$ cat src/rtl/led_sequencer.sv
// LED pattern sequencer.
// Advances an LED pattern once per edge of the flash-stage output. Four
// patterns are supported: rotate left, rotate right, ping-pong bounce and
// blink-all. The pattern select is sampled only on step events, so a mode
// change takes effect on the next edge by loading the new pattern's start
// value rather than shifting.
module led_sequencer #(
    parameter int LED_W = 4
) (
    input  logic             CLK,
    input  logic             RST,
    input  logic             Flash_In,
    input  logic [1:0]       Mode_In,
    input  logic             Pause_In,
    output logic [LED_W-1:0] LED_Out,
    output logic             Step_Out
);

    typedef enum logic [1:0] {
        S_LEFT  = 2'd0,
        S_RIGHT = 2'd1,
        S_PING  = 2'd2,
        S_BLINK = 2'd3
    } state_t;

    localparam logic [1:0] MODE_LEFT  = 2'b00;
    localparam logic [1:0] MODE_RIGHT = 2'b01;
    localparam logic [1:0] MODE_PING  = 2'b10;
    localparam logic [1:0] MODE_BLINK = 2'b11;

    localparam logic [LED_W-1:0] PAT_LSB  = {{(LED_W-1){1'b0}}, 1'b1};
    localparam logic [LED_W-1:0] PAT_MSB  = {1'b1, {(LED_W-1){1'b0}}};
    localparam logic [LED_W-1:0] PAT_ONES = {LED_W{1'b1}};

    // Direction encoding for the ping-pong pattern.
    localparam logic DIR_UP   = 1'b1;
    localparam logic DIR_DOWN = 1'b0;

    logic             flash_q;
    logic             step;
    logic             mode_chg;

    state_t           state_q, state_d;
    logic [1:0]       mode_q, mode_d;
    logic             dir_q, dir_d;
    logic [LED_W-1:0] led_q, led_d;
    logic             step_q, step_d;

    // Rotate left by one, MSB wraps into bit 0.
    function automatic logic [LED_W-1:0] rot_left(input logic [LED_W-1:0] v);
        return {v[LED_W-2:0], v[LED_W-1]};
    endfunction

    // Rotate right by one, bit 0 wraps into the MSB.
    function automatic logic [LED_W-1:0] rot_right(input logic [LED_W-1:0] v);
        return {v[0], v[LED_W-1:1]};
    endfunction

    // State selected by a given mode code.
    function automatic state_t mode_to_state(input logic [1:0] m);
        state_t s;
        case (m)
            MODE_LEFT:  s = S_LEFT;
            MODE_RIGHT: s = S_RIGHT;
            MODE_PING:  s = S_PING;
            default:    s = S_BLINK;
        endcase
        return s;
    endfunction

    // Start pattern loaded when a pattern is (re)entered.
    function automatic logic [LED_W-1:0] start_pattern(input state_t s);
        logic [LED_W-1:0] p;
        case (s)
            S_LEFT:  p = PAT_LSB;
            S_RIGHT: p = PAT_MSB;
            S_PING:  p = PAT_LSB;
            default: p = PAT_ONES;
        endcase
        return p;
    endfunction

    // Edge detector on the flash level; reloading during reset means the
    // first cycle after reset never sees a spurious edge.
    always_ff @(posedge CLK) begin
        flash_q <= Flash_In;
    end

    // Any flash transition is a step unless paused; paused edges are lost
    // because flash_q keeps tracking regardless of Pause_In.
    assign step     = (Flash_In != flash_q) && !Pause_In;
    assign mode_chg = (Mode_In != mode_q);

    // State register: current pattern and the last sampled mode.
    always_ff @(posedge CLK) begin
        if (RST) begin
            state_q <= S_LEFT;
            mode_q  <= MODE_LEFT;
        end else begin
            state_q <= state_d;
            mode_q  <= mode_d;
        end
    end

    // Next-state logic: a mode is only adopted on a step event.
    always_comb begin
        state_d = state_q;
        mode_d  = mode_q;
        if (step) begin
            mode_d = Mode_In;
            if (mode_chg) begin
                state_d = mode_to_state(Mode_In);
            end
        end
    end

    // Output logic: a mode change loads the start pattern with no shift,
    // otherwise the current pattern advances one position.
    always_comb begin
        led_d  = led_q;
        dir_d  = dir_q;
        step_d = 1'b0;
        if (step) begin
            step_d = 1'b1;
            if (mode_chg) begin
                led_d = start_pattern(state_d);
                if (state_d == S_PING) begin
                    dir_d = DIR_UP;
                end
            end else begin
                case (state_q)
                    S_LEFT:  led_d = rot_left(led_q);
                    S_RIGHT: led_d = rot_right(led_q);
                    S_PING: begin
                        // Turn around as soon as an end LED is lit so the
                        // end positions are shown only once per bounce.
                        if (dir_q == DIR_UP) begin
                            led_d = led_q << 1;
                            if (led_d[LED_W-1]) begin
                                dir_d = DIR_DOWN;
                            end
                        end else begin
                            led_d = led_q >> 1;
                            if (led_d[0]) begin
                                dir_d = DIR_UP;
                            end
                        end
                    end
                    default: led_d = ~led_q;
                endcase
            end
        end
    end

    // Output registers: LED pattern, ping-pong direction and step pulse.
    always_ff @(posedge CLK) begin
        if (RST) begin
            led_q  <= PAT_LSB;
            dir_q  <= DIR_UP;
            step_q <= 1'b0;
        end else begin
            led_q  <= led_d;
            dir_q  <= dir_d;
            step_q <= step_d;
        end
    end

    assign LED_Out  = led_q;
    assign Step_Out = step_q;

endmodule

$ cat config.mk
export PLATFORM = sky130hd
export DESIGN_NAME = led_sequencer
export DESIGN_NICKNAME = d
export VERILOG_FILES = /design/src/rtl/led_sequencer.sv
export SDC_FILE = /design/constraint.sdc
export NUM_CORES = 1
export LEC_CHECK = 0
export ABC_AREA = 1
export ABC_CLOCK_PERIOD_IN_PS = 1700
export CAP_MARGIN = 20
export CORE_MARGIN = 1.5
export CORE_UTILIZATION = 43
export DETAILED_ROUTE_END_ITERATION = 6
export PLACE_DENSITY_LB_ADDON = 0.2
export SETUP_SLACK_MARGIN = 0.4
export SYNTH_ARGS = -nofsm -noshare
export SYNTH_HDL_FRONTEND = slang
export SYNTH_SLANG_ARGS = --single-unit
$ cat constraint.sdc
create_clock -name CLK -period 1.7 [get_ports CLK]
set_input_delay 0.255 -clock CLK [delete_from_list [all_inputs] [get_ports CLK]]
set_output_delay 0.255 -clock CLK [all_outputs]
set_load 0.02 [all_outputs]
# --- Word level (Yosys, flattened, before mapping) ---
# Cells that the tools add are included.
word_totals:
  regBits: 11
  in_bits: 6
  out_inout_bits: 5
  word_cells: 38
classes:
  eq_ne: 9
  n_mux: 14
  bitwise_logic: 1
  n_reduce_logical: 8
op_table:
  columns: ["operator", "count"]
  rows:
  - ["$pmux W4 S3", 1]
  - ["$mux W4", 2]
  - ["$pmux W4 S2", 1]
  - ["$mux W1", 7]
  - ["$eq A2 B1 Y1 const B", 3]
  - ["$eq A2 B2 Y1 const B", 3]
  - ["$logic_not A2 Y1", 3]
  - ["$pmux W2 S3", 1]
  - ["$mux W2", 2]
  - ["$not A4 Y4", 1]
  - ["$reduce_and A3 Y1", 1]
  - ["$ne A2 B1 Y1 const B", 1]
  - ["$ne A2 B2 Y1", 1]
  - ["$reduce_bool A2 Y1", 1]
  - ["$reduce_or A2 Y1", 1]
  - ["$logic_and A1 B1 Y1", 1]
  - ["$logic_not A1 Y1", 1]
  - ["$ne A1 B1 Y1", 1]

# --- Logic depth before layout (Yosys ltp) ---
# Gate-level depths: netlist of the first run.
depth:
  depth_word: 8
  ltp_mapped: 11
  mapped_depth_nobuf: 11

# --- Least setup slack after synthesis of the first run ---
# No wires, ideal clock.
synth_path:
  path_type: "register to register"
  startpoint: "register mode_q[0]"
  endpoint: "register dir_q"
  setup_ns: 0.121
  arrival_ns: 0.990
  required_ns: 1.579
  setup_slack_ns: 0.589
  stages_incl_launch_ff: 12
  path_buffers: 0
  period_less_slack_ns: 1.111
  path_cell_list: "dfxtp_1 > inv_1 > nand2_2 > nand2_2 > nand2_4 > nand2_2 > nand2_2 > nand2_2 > inv_2 > nand3_1 > nand2_1 > nand3_1"
synth_via:
  elab_chain_cells: 6
  elab_cells_between_ends: 8
  cone_classes: "eq/ne (3); mux (3); reduce/logical (2)"
synth_rtl:
  columns: ["element", "line", "text"]
  rows:
  - ["start: declaration", "44", "logic [1:0] mode_q, mode_d;"]
  - ["start signal: assignment", "101", "mode_q <= mode_d;"]
  - ["$ne A2 B2 Y1 (*)", "92", "assign mode_chg = (Mode_In != mode_q);"]
  - ["$mux W2", "111", "if (mode_chg) begin"]
  - ["$mux W2", "109", "if (step) begin"]
  - ["$eq A2 B2 Y1", "127", "if (state_d == S_PING) begin"]
  - ["$ne A2 B1 Y1 (no line)", null, null]
  - ["$reduce_and A3 Y1 (no line)", null, null]
  - ["end signal: assignment", "163", "dir_q <= dir_d;"]
  - ["end: declaration", "45", "logic dir_q, dir_d;"]
# Mark *: on every way between the ends. The rest lies on a longest branch, timed or not.
# A chain may end at the register's enable or synchronous reset.

# --- Worst setup path after layout of the first run ---
layout_path:
  startpoint: "register flash_q"
  endpoint: "register led_q[0], in the netlist LED_Out[0]"
layout_via:
  elab_chain_cells: 7
  elab_cells_between_ends: 9
  cone_classes: "eq/ne (3); mux (3); reduce/logical (3)"
layout_rtl:
  columns: ["element", "line", "text"]
  rows:
  - ["start: declaration", "39", "logic flash_q;"]
  - ["start signal: assignment", "86", "flash_q <= Flash_In;"]
  - ["$ne A1 B1 Y1 (*)", "91", "assign step = (Flash_In != flash_q) && !Pause_In;"]
  - ["$logic_and A1 B1 Y1 (*)", "91", null]
  - ["$mux W2", "109", null]
  - ["$eq A2 B2 Y1 / $logic_not A2 Y1 (equally long branches)", "74", "case (s)"]
  - ["$reduce_or A2 Y1 (no line)", null, null]
  - ["$pmux W4 S2", "74", null]
  - ["$mux W4", "125", "if (mode_chg) begin"]
  - ["end signal: assignment", "162", "led_q <= led_d;"]
  - ["end: declaration", "46", "logic [LED_W-1:0] led_q, led_d;"]
# Marked as above.

==> results.tsv, run 1 <==
metric	value	unit
min_period	1200	ps
area_growth	28.3	%
p_int	0.425	mW
hold_end	flash_q$_DFF_P_	
crit_family	simple AND/OR/NAND/NOR gates	
num_rows	13	
wl	1290	µm
numCtsBuffers	3	
grt_setup_unrepaired	yes	
dpl.cell_count	117	
p_leak	0.396	nW
ioPinCount	11	
path_cells	nand2_1 > nand2_2 > nor2_4 > nand3_1 > nand2_4 > nand2_1 > o21ai_1 > nand2_1	
synth_nets	97	
switching_share	31.3	%
drt_pre_antenna_iters	4	
worst-r2r-setup-slack	500	ps
crit_fanout	5	
critical_path_arrival	1360	ps
die_area	0.00165	mm²
final-instance-count-excl-fill	123	
io_buffers	10	
synth_seq_cells	11	
crit_type	reg2reg	
antenna_cells	0	
grt_antenna_before_repair	0	
r2r-end	LED_Out[0]$_SDFFE_PP1N_	
grt_usage	20.0	%
combPwrFrac	23.4	%
yosysWarnings	0	
grt_overflow_total	0	
nFillCells	126	
timing.final.ws_setup	505	ps
grt_pass1_vias	552	
yosysTopAreaCellShare	36.1	%
insertion_delay	270	ps
cap_violations	0	
crit_path_max_incr_delay	310	ps
finClkSkew	4.98	ps
power_density	792	mW/mm²
yosysUniqueCellTypes	18	
ir_drop	0.000523	V
tns	0	ps
r2r_cells	8	
setup_viol	0	
crit_slowest_cell	dfxtp_1	
met3WireLength	42	µm
synth_largest_area_cell	dfxtp_1	
min_period_over_period	70.3	%
holdCritStartpoint	Flash_In	
status	finished, final reports clean	
hold_viol	0	
finalWeightedCongestion	0.742	
vias	619	
dieHeight	40.6	µm
synth-seq-area-share	36.1	%
routedWlPerCell	10.5	µm
drc_errors	0	
required	1870	ps
maxSlewHeadroom	85.5	%
async_reset_ff_share	0	%
cts_tree	done	
syn_inst	91	
route.antenna.remaining_nets	0	
drtIter0Drc	11	
avgSynthCellArea	6.70	µm²
ys_top_cells_by_count	nand2_1 (20), a21oi_1 (13), dfxtp_1 (11)	
die_w	40.6	µm
clockBufferDepth	2	
dp_hpwl	1000	µm
synth_edf_count	0	
dp_slack	56.6	ps
worstHoldPathCells	1	
clk_pin_slew	70	ps
tightestPinTransition	218	ps
htree_levels	1	
worstReg2RegStart	flash_q$_DFF_P_	
cts_hold_buf	0	
yosys.cell_count.top_type	nand2_1	
max_freq	837	MHz
vias_per_cell	5.03	
grt_first_pass_wirelength	2170	µm
layout.nets	115	
core_area	0.00132	mm²
drv_slew	0	
synth_ff_type	dfxtp_1	
met2RoutedLength	653	µm
met1Wirelength	580	µm
layout-drive-gt1-share	27.8	%
clockRootBuffer	clkbuf_4	
syn_area	609	µm²
netSwitchingPower	0.194	mW
initial_core_util	46.2	%
path_buf_inv	0	
top_layer	met4	
crit_top_cell	nand2_1	
pwr-share-seq	47.5	%
total_power	0.619	mW
critPathLaunchType	flip-flop	
hp-class	in2reg	
synth_area_leaders	dfxtp_1 (36%), nand2_1 (12%), a21oi_1 (11%), nand2_2 (8.2%), nand3_1 (6.6%)	
grt_max_degree	8	
crit_path_end_kind	flip-flop	
clkPwrFrac	29.0	%
clock_sinks	11	
layout by cell type, fill, tap and decap left out, types with 2 or more instances in the layout:
master	instances
buf_4	3
a21oi_2	2
o21ai_1	3
clkbuf_2	4
dlygate4sd2_1	4
inv_2	4
o21ai_0	5
nand3_2	2
nor2_1	4
inv_1	8
nand2_4	3
dfxtp_1	11
nand2_2	7
nand3_1	7
nand2_1	19
clkbuf_4	3
a21oi_1	12
state kept, by name (all words and copies together), names as in the netlist:
name,flops
Step_Out,1
flash_q,1
LED_Out,4
dir_q,1
state_q,2
mode_q,2
layer usage:
| metal | up-vias | GRT usage, % |
|---|---|---|
| met5 | - | 0 |
| met2 | 11 | 34.5 |
| met3 | 2 | 3.26 |
| met1 | 277 | 22.7 |
| met4 | 0 | 12.5 |
| li1 | 329 | - |
worst max path at each step:
| stage | endpoint | startpoint | slack (ps) | depth (start not counted) |
|---|---|---|---|---|
| 4_1_cts | LED_Out[1] | LED_Out[1]$_SDFFE_PP0N_ | 390 | 1 |
| 5_1_grt | dir_q$_SDFFE_PP1P_ | mode_q[1]$_SDFFE_PP0N_ | 390 | 11 |
| 3_3_place_gp | LED_Out[3]$_SDFFE_PP0N_ | Flash_In | 80 | 8 |
| 6_report | LED_Out[0]$_SDFFE_PP1N_ | flash_q$_DFF_P_ | 500 | 8 |
| 3_5_place_dp | dir_q$_SDFFE_PP1P_ | Flash_In | 60 | 11 |
| 2_1_floorplan | dir_q$_SDFFE_PP1P_ | mode_q[0]$_SDFFE_PP0N_ | 590 | 11 |
layout make-up:
| cell class | count | area [µm²] | share of cell area [%] |
|---|---|---|---|
| Multi-Input combinational cell | 67 | 360 | 46.1 |
| Sequential cell | 11 | 220 | 28.2 |
| Timing Repair Buffer | 14 | 111 | 14.2 |
| Inverter | 12 | 45.0 | 5.76 |
| Clock buffer | 4 | 26.3 | 3.36 |
| Tap cell | 15 | 18.8 | 2.40 |
what timing repair did:
action	CTS	global route
setup endpoints to repair	10	9
buffers inserted	1	1
resized for setup	10	14
pin swaps	3	2
power groups by stage:
stage | registers (mW) | logic [mW] | clock network [mW]
after floorplan | 0.306 | 0.0834 | 0
after global placement | 0.300 | 0.141 | 0
after detailed placement | 0.300 | 0.144 | 0
after CTS | 0.293 | 0.139 | 0.188
after global routing | 0.297 | 0.164 | 0.195
final | 0.294 | 0.145 | 0.180
cells by family after synthesis:
logic type | count (synthesis) | synth area share, %
AOI/OAI and AO/OA | 22 | 18.7
buffers and inverters | 13 | 8.21
DFF | 11 | 36.1
and+or+nand+nor | 45 | 37.0
metrics by stage:
stage	instance area (µm²)	util, %	hold WS (ps)
3_3_place_gp	738	56.0	503
3_5_place_dp	738	56.0	504
2_1_floorplan	609	-	283
6_report	782	59.4	245
4_1_cts	766	58.1	236
5_1_grt	782	59.4	260
No activity file was read; power rests on OpenSTA's default activity.
==> run 2: changes to the inputs <==
ABC_CLOCK_PERIOD_IN_PS = 1200   (was 1700)
clock period = 1.2 ns   (was 1.7 ns; I/O delays follow)
==> results.tsv, run 2 (synthesis results as in run 1) <==
metric	value	unit	change
antenna_cells	0		unchanged
dieHeight	40.6	µm	unchanged
tns	-188	ps	was 0 ps
critPathLaunchType	flip-flop		unchanged
ir_drop	0.000895	V	was 0.000523 V
timing.final.ws_setup	-78.8	ps	was 505 ps
hold_viol	0		unchanged
mostFrequentLayoutCells	buf_4 (18), nand2_1 (17), a21oi_1 (10), dfxtp_2 (8), inv_1 (8)		was nand2_1 (19), a21oi_1 (12), dfxtp_1 (11), inv_1 (8)
crit_path_end_kind	flip-flop		unchanged
finalWeightedCongestion	0.824		was 0.742
route.antenna.remaining_nets	0		unchanged
numCtsBuffers	3		unchanged
ioPinCount	11		unchanged
p_leak	0.480	nW	was 0.396 nW
core_area	0.00132	mm²	unchanged
routedWlPerCell	12.2	µm	was 10.5 µm
regArea	230	µm²	was 220 µm²
tightestPinTransition	216	ps	was 218 ps
drc_errors	0		unchanged
largest_reg_flops	4		unchanged
hp-class	in2reg		unchanged
min_period	1280	ps	was 1200 ps
grt_setup_unrepaired	yes		unchanged
clock_sinks	11		unchanged
clockRootBuffer	clkbuf_4		unchanged
num_rows	13		unchanged
setup_viol	5		was 0
r2r_cells	7		was 8
drtIter0Drc	19		was 11
vias_per_cell	5.04		was 5.03
max_freq	782	MHz	was 837 MHz
grt_first_pass_wirelength	2700	µm	was 2170 µm
initial_core_util	46.2	%	unchanged
layout-drive-gt1-share	50.0	%	was 27.8%
vias	701		was 619
dp_hpwl	1100	µm	was 1000 µm
maxSlewHeadroom	85.6	%	was 85.5%
area_growth	60.8	%	was 28.3%
wl	1690	µm	was 1290 µm
layout.nets	131		was 115
crit_fanout	6		was 5
insertion_delay	280	ps	was 270 ps
clockBufferDepth	2		unchanged
finClkSkew	1.02	ps	was 4.98 ps
grt_overflow_total	0		unchanged
grt_pass1_vias	648		was 552
fin_util	74.4	%	was 59.4%
cap_violations	0		unchanged
power_density	1010	mW/mm²	was 792 mW/mm²
cts_tree	done		unchanged
worstHoldPathCells	1		unchanged
violations	setup timing		
htree_levels	1		unchanged
grt_usage	24.9	%	was 20.0%
multiInputGateArea	397	µm²	was 360 µm²
min_period_over_period	107	%	was 70.3%
grt_antenna_before_repair	0		unchanged
status	finished with violations		was finished, final reports clean
grt_max_degree	7		was 8
clk_pin_slew	70	ps	about the same
io_buffers	10		unchanged
die_w	40.6	µm	unchanged
drt_pre_antenna_iters	4		unchanged
nFillCells	108		was 126
dp_slack	-360	ps	was 56.6 ps
crit_type	reg2reg		unchanged
die_area	0.00165	mm²	unchanged
final_common_cell	buf_4		was nand2_1
drv_slew	0		unchanged
critical_path_arrival	1440	ps	was 1360 ps
required	1360	ps	was 1870 ps
==> run 2: report_power, final <==
part	total, mW	internal [mW]	switching (mW)
clock network	0.264	0.129	0.135
logic	0.313	0.148	0.165
registers	0.413	0.393	0.0197
total	0.990	0.670	0.320
==> run 2: area by class of cell <==
type,instances,area share (%)
Clock buffer,4,2.68
Inverter,12,4.85
Multi-Input combinational cell,67,40.5
Sequential cell,11,23.5
Tap cell,15,1.92
Timing Repair Buffer,30,26.6
==> run 2: worst max-delay path: stages (launching register included) <==
cell and delay, ps:
dfxtp_2 340, nand2_2 60, nand2_2 60, nor2_4 170
buf_4 180, inv_1 100, a21oi_1 170, a21oi_1 90
==> run 2: path summary, 6_finish.rpt <==
check / start / slack (ps) / end
worst max-delay path: flash_q$_DFF_P_ / -80 / LED_Out[2]$_SDFFE_PP0N_
worst min-delay path: Flash_In / 210 / flash_q$_DFF_P_
worst max register to register: flash_q$_DFF_P_ / -80 / LED_Out[2]$_SDFFE_PP0N_
worst min register to register: dir_q$_SDFFE_PP1P_ / 510 / dir_q$_SDFFE_PP1P_
==> run 2: metrics by stage <==
step	power [mW]	hold slack, ps	area (µm²)	std cells
3_5_place_dp	0.688	498	876	134
5_1_grt	1.04	211	980	139
2_1_floorplan	0.558	208	622	91
3_3_place_gp	0.682	486	876	134
4_1_cts	0.969	193	956	139
6_report	0.990	209	980	139
==> run 2: timing repair <==
action / 4_1_cts / 5_1_grt
pin swaps: 4 / 7
hold buffers: 0 / 0
hold endpoints to repair: 0 / 0
setup endpoints to repair: 15 / 15
buffers inserted: 1 / 0
gates resized for setup: 47 / 8
==> run 2: per-layer routing <==
layer / up-vias / wire [µm] / GRT usage, %
met5: - / 0 / 0
met4: 0 / 17 / 9.17
met3: 2 / 50 / 5.43
met2: 16 / 849 / 40.9
met1: 320 / 776 / 31.6
li1: 363 / - / -
